===== src/rtl/pipe_wb_chain.sv =====
// pipe_wb_chain: DEPTH-stage write-back pipeline carrying {valid, RegWrite, Rd, data}
// with global stall, flush (bubble insertion) and a two-port forwarding lookup that
// scans every in-flight stage, youngest first.
// Optional feature macro: PIPE_WB_PERF_EN (stall-cycle and killed-entry counters).
module pipe_wb_chain #(
    parameter int unsigned WIDTH    = 64,
    parameter int unsigned DEPTH    = 2,
    parameter int unsigned ZERO_REG = 31
) (
    input  logic             clk,
    input  logic             reset,
    input  logic             stall,
    input  logic             flush,
    input  logic             in_valid,
    input  logic             in_RegWrite,
    input  logic [4:0]       in_Rd,
    input  logic [WIDTH-1:0] in_data,
    output logic             out_valid,
    output logic             out_RegWrite,
    output logic [4:0]       out_Rd,
    output logic [WIDTH-1:0] out_data,
    input  logic [4:0]       query_a,
    input  logic [4:0]       query_b,
    output logic             fwd_hit_a,
    output logic             fwd_hit_b,
    output logic [WIDTH-1:0] fwd_data_a,
    output logic [WIDTH-1:0] fwd_data_b,
    output logic [31:0]      perf_stall_cnt,
    output logic [31:0]      perf_kill_cnt
);

    localparam logic [4:0] ZR = 5'(ZERO_REG);

    logic             valid_q [DEPTH];
    logic             valid_d [DEPTH];
    logic             we_q    [DEPTH];
    logic             we_d    [DEPTH];
    logic [4:0]       rd_q    [DEPTH];
    logic [4:0]       rd_d    [DEPTH];
    logic [WIDTH-1:0] data_q  [DEPTH];
    logic [WIDTH-1:0] data_d  [DEPTH];
    logic [DEPTH-1:0] live_c;

    // Next-state: flush kills everything, stall holds, otherwise shift toward the output.
    always_comb begin
        for (int k = 0; k < int'(DEPTH); k++) begin
            valid_d[k] = valid_q[k];
            we_d[k]    = we_q[k];
            rd_d[k]    = rd_q[k];
            data_d[k]  = data_q[k];
        end
        if (flush) begin
            for (int k = 0; k < int'(DEPTH); k++) begin
                valid_d[k] = 1'b0;
                we_d[k]    = 1'b0;
            end
        end else if (!stall) begin
            valid_d[0] = in_valid;
            we_d[0]    = in_valid & in_RegWrite;
            rd_d[0]    = in_Rd;
            data_d[0]  = in_data;
            for (int k = 1; k < int'(DEPTH); k++) begin
                valid_d[k] = valid_q[k-1];
                we_d[k]    = we_q[k-1];
                rd_d[k]    = rd_q[k-1];
                data_d[k]  = data_q[k-1];
            end
        end
    end

    // Stage registers with asynchronous reset.
    always_ff @(posedge clk or posedge reset) begin
        if (reset) begin
            for (int k = 0; k < int'(DEPTH); k++) begin
                valid_q[k] <= 1'b0;
                we_q[k]    <= 1'b0;
                rd_q[k]    <= 5'd0;
                data_q[k]  <= '0;
            end
        end else begin
            for (int k = 0; k < int'(DEPTH); k++) begin
                valid_q[k] <= valid_d[k];
                we_q[k]    <= we_d[k];
                rd_q[k]    <= rd_d[k];
                data_q[k]  <= data_d[k];
            end
        end
    end

    assign out_valid    = valid_q[DEPTH-1];
    assign out_RegWrite = valid_q[DEPTH-1] & we_q[DEPTH-1];
    assign out_Rd       = rd_q[DEPTH-1];
    assign out_data     = data_q[DEPTH-1];

    // Forwarding lookup: scan oldest to youngest so the youngest match overwrites.
    always_comb begin
        live_c     = '0;
        fwd_hit_a  = 1'b0;
        fwd_hit_b  = 1'b0;
        fwd_data_a = '0;
        fwd_data_b = '0;
        for (int k = 0; k < int'(DEPTH); k++) begin
            live_c[k] = valid_q[k] & we_q[k] & (rd_q[k] != ZR);
        end
        for (int k = int'(DEPTH) - 1; k >= 0; k--) begin
            if (live_c[k] && (rd_q[k] == query_a) && (query_a != ZR)) begin
                fwd_hit_a  = 1'b1;
                fwd_data_a = data_q[k];
            end
            if (live_c[k] && (rd_q[k] == query_b) && (query_b != ZR)) begin
                fwd_hit_b  = 1'b1;
                fwd_data_b = data_q[k];
            end
        end
    end

`ifdef PIPE_WB_PERF_EN
    logic [31:0] stall_cnt_q;
    logic [31:0] stall_cnt_d;
    logic [31:0] kill_cnt_q;
    logic [31:0] kill_cnt_d;
    logic [31:0] kill_add_c;

    // Counter next-state: count stalled cycles and every valid entry a flush discards.
    always_comb begin
        stall_cnt_d = stall_cnt_q;
        kill_cnt_d  = kill_cnt_q;
        kill_add_c  = 32'(in_valid);
        for (int k = 0; k < int'(DEPTH); k++) begin
            kill_add_c = kill_add_c + 32'(valid_q[k]);
        end
        if (flush) begin
            kill_cnt_d = kill_cnt_q + kill_add_c;
        end else if (stall) begin
            stall_cnt_d = stall_cnt_q + 32'd1;
        end
    end

    // Counter registers, cleared by reset and wrapping modulo 2^32.
    always_ff @(posedge clk or posedge reset) begin
        if (reset) begin
            stall_cnt_q <= 32'd0;
            kill_cnt_q  <= 32'd0;
        end else begin
            stall_cnt_q <= stall_cnt_d;
            kill_cnt_q  <= kill_cnt_d;
        end
    end

    assign perf_stall_cnt = stall_cnt_q;
    assign perf_kill_cnt  = kill_cnt_q;
`else
    assign perf_stall_cnt = 32'd0;
    assign perf_kill_cnt  = 32'd0;
`endif

endmodule


===== config.mk =====
export PLATFORM = sky130hd
export DESIGN_NAME = pipe_wb_chain
export DESIGN_NICKNAME = d
export VERILOG_FILES = /design/src/rtl/pipe_wb_chain.sv
export SDC_FILE = /design/constraint.sdc
export NUM_CORES = 1
export LEC_CHECK = 0
export ABC_AREA = 1
export CELL_PAD_IN_SITES_DETAIL_PLACEMENT = 1
export CELL_PAD_IN_SITES_GLOBAL_PLACEMENT = 2
export CORE_MARGIN = 8
export CORE_UTILIZATION = 26
export CTS_BUF_LIST = sky130_fd_sc_hd__clkbuf_4 sky130_fd_sc_hd__clkbuf_8
export DETAILED_ROUTE_END_ITERATION = 6
export PLACE_DENSITY = 0.95
export SYNTH_ARGS = -nofsm -noshare
export SYNTH_HDL_FRONTEND = slang
export SYNTH_SLANG_ARGS = --single-unit
export TNS_END_PERCENT = 30

===== constraint.sdc =====
create_clock -name clk -period 12.6 [get_ports clk]
set_input_delay 2.52 -clock clk [delete_from_list [all_inputs] [get_ports clk]]
set_output_delay 2.52 -clock clk [all_outputs]
set_load 0.05 [all_outputs]

==> impl_results.md <==
- Slowest stage delay, CP: 820 ps
- Final Net Count: 1483
- Gate Count Post-Synth: 1230
- Final Setup Violations: 0
- Detailed Routing Iterations Pass 1: 4
- Post-CTS Resized: 0
- Iter 0 DRT Violations: 384
- Die Y: 201 um
- PwrDens: 120 mW/mm^2
- Worst EP required: 10080 ps
- Avg WL per Cell: 18.2 um
- Die width: 201 um
- Clk root buf: clkbuf_8
- Via count: 8453
- Min-Delay Endpoint: we_q[0]
- Antenna-violating nets left: 0
- Depth of the CTS H-tree: 4
- Pins Over Slew Limit: 0
- RR Startpoint: rd_q[8]
- Final hold violation count: 0
- HP Class: flop to flop
- Min cycle time layout: 8600 ps
- Rel. slew slack: 0.346
- Buffer levels on the longest clock path: 2
- Skew final: 19.7 ps
- Hold_ws: 539 ps
- Synth cell types: 20
- FMAX: 0.116 GHz
- Worst path most repeated cell: nand2_1
- First-pass GRT wire length: 54200 um
- Vias in the first global route: 9163
- I/O pins: 350
- CP arrival: 6080 ps
- GRT Util Overall: 0.166
- CTS tree: done
- Clk Latency, worst-skew pair: 440 ps
- GP Congestion: 0.838
- P&R area growth vs syn: 31.5%
- Total Wirelength: 34000 um
- RSZ-0062 raised after global routing: false
- Setup_tns: 0 ps
- FILL cells: 4197
- Seq cells post-synth: 142
- Post-CTS setup repair buffer count: 0
- Largest net degree at the start of global routing: 76
- Critical path capture point type: primary output
- Worst vdd ir: 0.0524 mV
- Mapped Area: 0.00892 sq mm
- Static Leak: 0.00553 uW
- Yosys warns: 0
- Initial antenna violation count: 4
- Ant diodes: 0
- Reg-to-reg slack, setup: 11770 ps
- Detail Placement HPWL: 24500 um
- Worst reg2reg path endpoint: rd_q[8]
- Number of core rows: 68
- Mean Syn Cell Area: 7.25 sq um
- Critical path class: primary input to primary output
- Number of port buffers: 285
- CP max FO: 40
- Inserted Clock Buffers: 17
- Crit start category: primary input
- Clock Sinks: 142
- Slew @ Worst Pin: 981 ps
- Seq/Total Area, Yosys: 0.398
- GRT Residual Overflow: 0
- Worst hold start: we_q[0]
- CTS Hold Bufs: 0
- Hold-critical path depth: 2
- Layout cells sized above 1: 0.0780
- Core Area: 0.0342 sq mm
- Final worst path period share: 0.682
- Status: complete, no violations
- Buf+Inv Stages, Crit Path: 4
- Commonest non-fill, non-tap cell in the layout: nand2_1
- Initial Utilization: 0.261
- Die area: 0.0405 sq mm
- Slowest CP cell: clkdlybuf4s50_1
- DRC: 0
- Vias per inst: 4.53
- Max-cap violations: 0
- Clock transition at path regs: 80 ps
- Crit path max-delay family: buffers and inverters
- Worst R2R Path Depth: 2
- Cell Chain, Critical Path: clkdlybuf4s50_1, inv_1, nand2_1, nand2_1, nor2_1, nand3_1, nor2_4, buf_4, nand3_2, nand2_1, clkdlybuf4s50_1
- Most frequent cells in the layout: nand2_1 (493), clkdlybuf4s50_1 (285), nand3_1 (167)
layout make-up:
class / instances / area (sq um) / area share
Clock inverter: 13 / 178 / 0.0151
Clock buffer: 18 / 241 / 0.0206
Sequential cell: 142 / 3550 / 0.303
Inverter: 59 / 229 / 0.0195
Multi-Input combinational cell: 882 / 4030 / 0.343
Timing Repair Buffer: 296 / 2940 / 0.250
Tap cell: 455 / 569 / 0.0485
worst register-to-register path: stages (launching register included):
cell and delay, ps:
dfrtp_1 450, inv_1 110, o21ai_0 190
layer usage:
layer,vias to the layer above,global-route usage,wire length [um]
met4,8,0.0329,284
met1,4137,0.205,15000
met5,-,0,53
met3,23,0.0542,2450
li1,4027,-,-
met2,258,0.281,16300
Yosys cell counts:
cell,instances,area (sq um)
buf_2,28,140
nand2_1,495,1860
nor2_1,10,37.5
nor2_2,2,12.5
clkbuf_1,34,128
o21ai_0,83,415
xnor2_1,4,35.0
conb_1,1,3.75
o21ai_1,2,10.0
nand3_1,167,836
nor2_4,4,45.0
buf_6,6,67.6
o21ai_2,1,8.76
inv_1,52,195
nand4_1,1,6.26
inv_2,7,26.3
buf_4,139,1040
dfrtp_1,142,3550
nand3_2,49,490
buf_1,3,11.3
cell families (layout without fill, tap and decap cells):
logic type      count (synthesis)  after routing  share of synthesized area
simple gates                  728            728                      0.368
buf+inv                       269            386                      0.181
flops                         142            142                      0.398
compound gates                 86             86                     0.0487
xor+xnor                        4              4                    0.00393
other cells                     1             64                   0.000420
where the power goes:
group | total (uW) | internal (uW) | switching [uW]
clock network | 409 | 203 | 206
logic | 392 | 117 | 275
registers | 606 | 520 | 85.9
total | 1410 | 839 | 567
how the worst max path moves through the flow:
stage                     from              to  cells past startpoint
floorplan           query_b[3]       fwd_hit_b                      6
global placement    query_a[3]  fwd_data_a[49]                     11
detailed placement  query_a[2]  fwd_data_a[49]                     11
CTS                 query_a[2]  fwd_data_a[49]                     11
global route        query_a[2]  fwd_data_a[49]                     11
finish              query_a[3]  fwd_data_a[49]                     11
flip-flops by register name (all words and copies together) (netlist names):
signal,count
out_Rd,5
out_valid,1
valid_q,1
we_q,2
rd_q,5
out_data,64
data_q,64
per-stage QoR:
| stage | cell area (sq um) | cells | setup slack, ps | utilization | power [uW] |
|---|---|---|---|---|---|
| after floorplan | 9160 | 1293 | 6100 | - | 915 |
| after global placement | 11300 | 1834 | 3970 | 0.331 | 1000 |
| after detailed placement | 11300 | 1834 | 3940 | 0.331 | 1010 |
| after CTS | 11700 | 1865 | 3940 | 0.343 | 1430 |
| after global routing | 11700 | 1865 | 3720 | 0.343 | 1480 |
| final | 11700 | 1865 | 4000 | 0.343 | 1410 |
No activity file was read; power rests on OpenSTA's default activity.
==> RTL change, RTL diff (same settings) <==
Change the parameter `ZERO_REG` from 31 to 23.
--- a/src/rtl/pipe_wb_chain.sv
+++ b/src/rtl/pipe_wb_chain.sv
@@ -7,3 +7,3 @@
     parameter int unsigned DEPTH    = 2,
-    parameter int unsigned ZERO_REG = 31
+    parameter int unsigned ZERO_REG = 23
 ) (
Check against the original RTL: not equivalent (Yosys sat finds a counterexample within 4 cycles, from zero or initial values and one cycle with reset high).
==> RTL change against the unedited design <==
- synthesized area is essentially flat
- critical path depth grew 1
- worst setup slack gained 9.2 ps
- fmax grew 0.11%
- clock power shrank 1%
- hold slack lost 6.3 ps
- final cell count grew 0.27%
- sequential cell count is the same
- wire length grew 3.0%
- die area is essentially flat
- sequential share of layout area grew 0.24 points
- design area shrank 0.80%
- total power is essentially flat
==> RTL change: results <==
group,metric,value,unit
status,status,"finished clean",
global_route,grt_pass1_vias,9329,
critical_path,rr_endpoint,"out_Rd[4]$_DFFE_PP0P_",
synth,synthTopCellsByArea,"dfrtp_1 40%, nand2_1 19%, nand3_1 14%, buf_4 11%, o21ai_0 4.8%",
critical_path,crit-reg2reg-launch,"out_Rd[4]$_DFFE_PP0P_",
route,drtIter0Drc,421,
route,top_layer,"met5",
place,dpl.cell_count,1837,
power,leakage,5.55,nW
sta,worst_slew_pin_slew,1110,ps
global_route,antenna_found_initial,2,
global_route,grt_util_all_layers,17.2,%
worst_hold_path,min_to,"data_q[86]$_DFFE_PP0P_",
clock_network,cts_buffers,17,
critical_path,endpoint,"fwd_data_a[16]",
place,gp_congestion,0.762,
finish,drive_above_1_share,5.23,%
synth,seq_area_frac_synth,39.8,%
place,placed_area,11200,um^2
route,viasPerCell,4.63,
synth,netlist-cell-type-count,23,
place,place_ws,3910,ps
route,wl,35100,um
global_route,grt_pass1_wl,56100,um
sta,period_minus_slack,8590,ps
global_route,grt_max_degree,88,
global_route,grtUsageMet1,21.8,%
synth,synth_compound_area_share,4.98,%
global_route,use_met2,28.6,%
route,first_pass_iters,5,
sta,fin_skew,11.5,ps
synth,synth-xor-area-share,0.393,%
route,wl_met2,16900,um
synth,ys_top_cells_by_count,"443 x nand2_1, 255 x nand3_1, 142 x dfrtp_1",
critical_path,cpPeakStageDelay,740,ps
critical_path,path_max_fanout,34,
critical_path,crit_arrival,6070,ps
global_route,gr-usage-met3,3.86,%
synth,netlist_instances,1237,
power,ir_drop,0.0000531,V
sta,whs,532,ps
finish,layout.cells.non_filler,1870,
critical_path,crit_path_start,"query_a[0]",
route,wl_met1,15500,um
RTL change: changes by cell type after synthesis, moves of 3 or more:
cell / change
buf_2: +8
o21ai_0: +3
clkbuf_1: -13
nand3_1: +88
nand2_1: -52
nand3_2: -39
buf_4: -3
buf_6: +11
RTL change: final cells by class:
cell class,count,area (um^2)
Fill cell,4237,22600
Multi-Input combinational cell,883,3910
Sequential cell,142,3550
Timing Repair Buffer,297,2940
Tap cell,455,569
Clock buffer,20,263
Inverter,60,233
Clock inverter,12,160
Antenna cell,1,2.50
RTL change: report_power, final:
part / internal [mW] / switching, mW / leakage (nW) / total (mW)
Sequential: 0.520 / 0.0748 / 1.78 / 0.595
Combinational: 0.118 / 0.288 / 3.57 / 0.407
Clock: 0.207 / 0.198 / 0.203 / 0.405
Total: 0.845 / 0.561 / 5.55 / 1.41
RTL change: worst min-delay path, stage by stage (launching register included):
cell and delay [ps]:
dfrtp_1 390, nand2_1 70, nand2_1 50
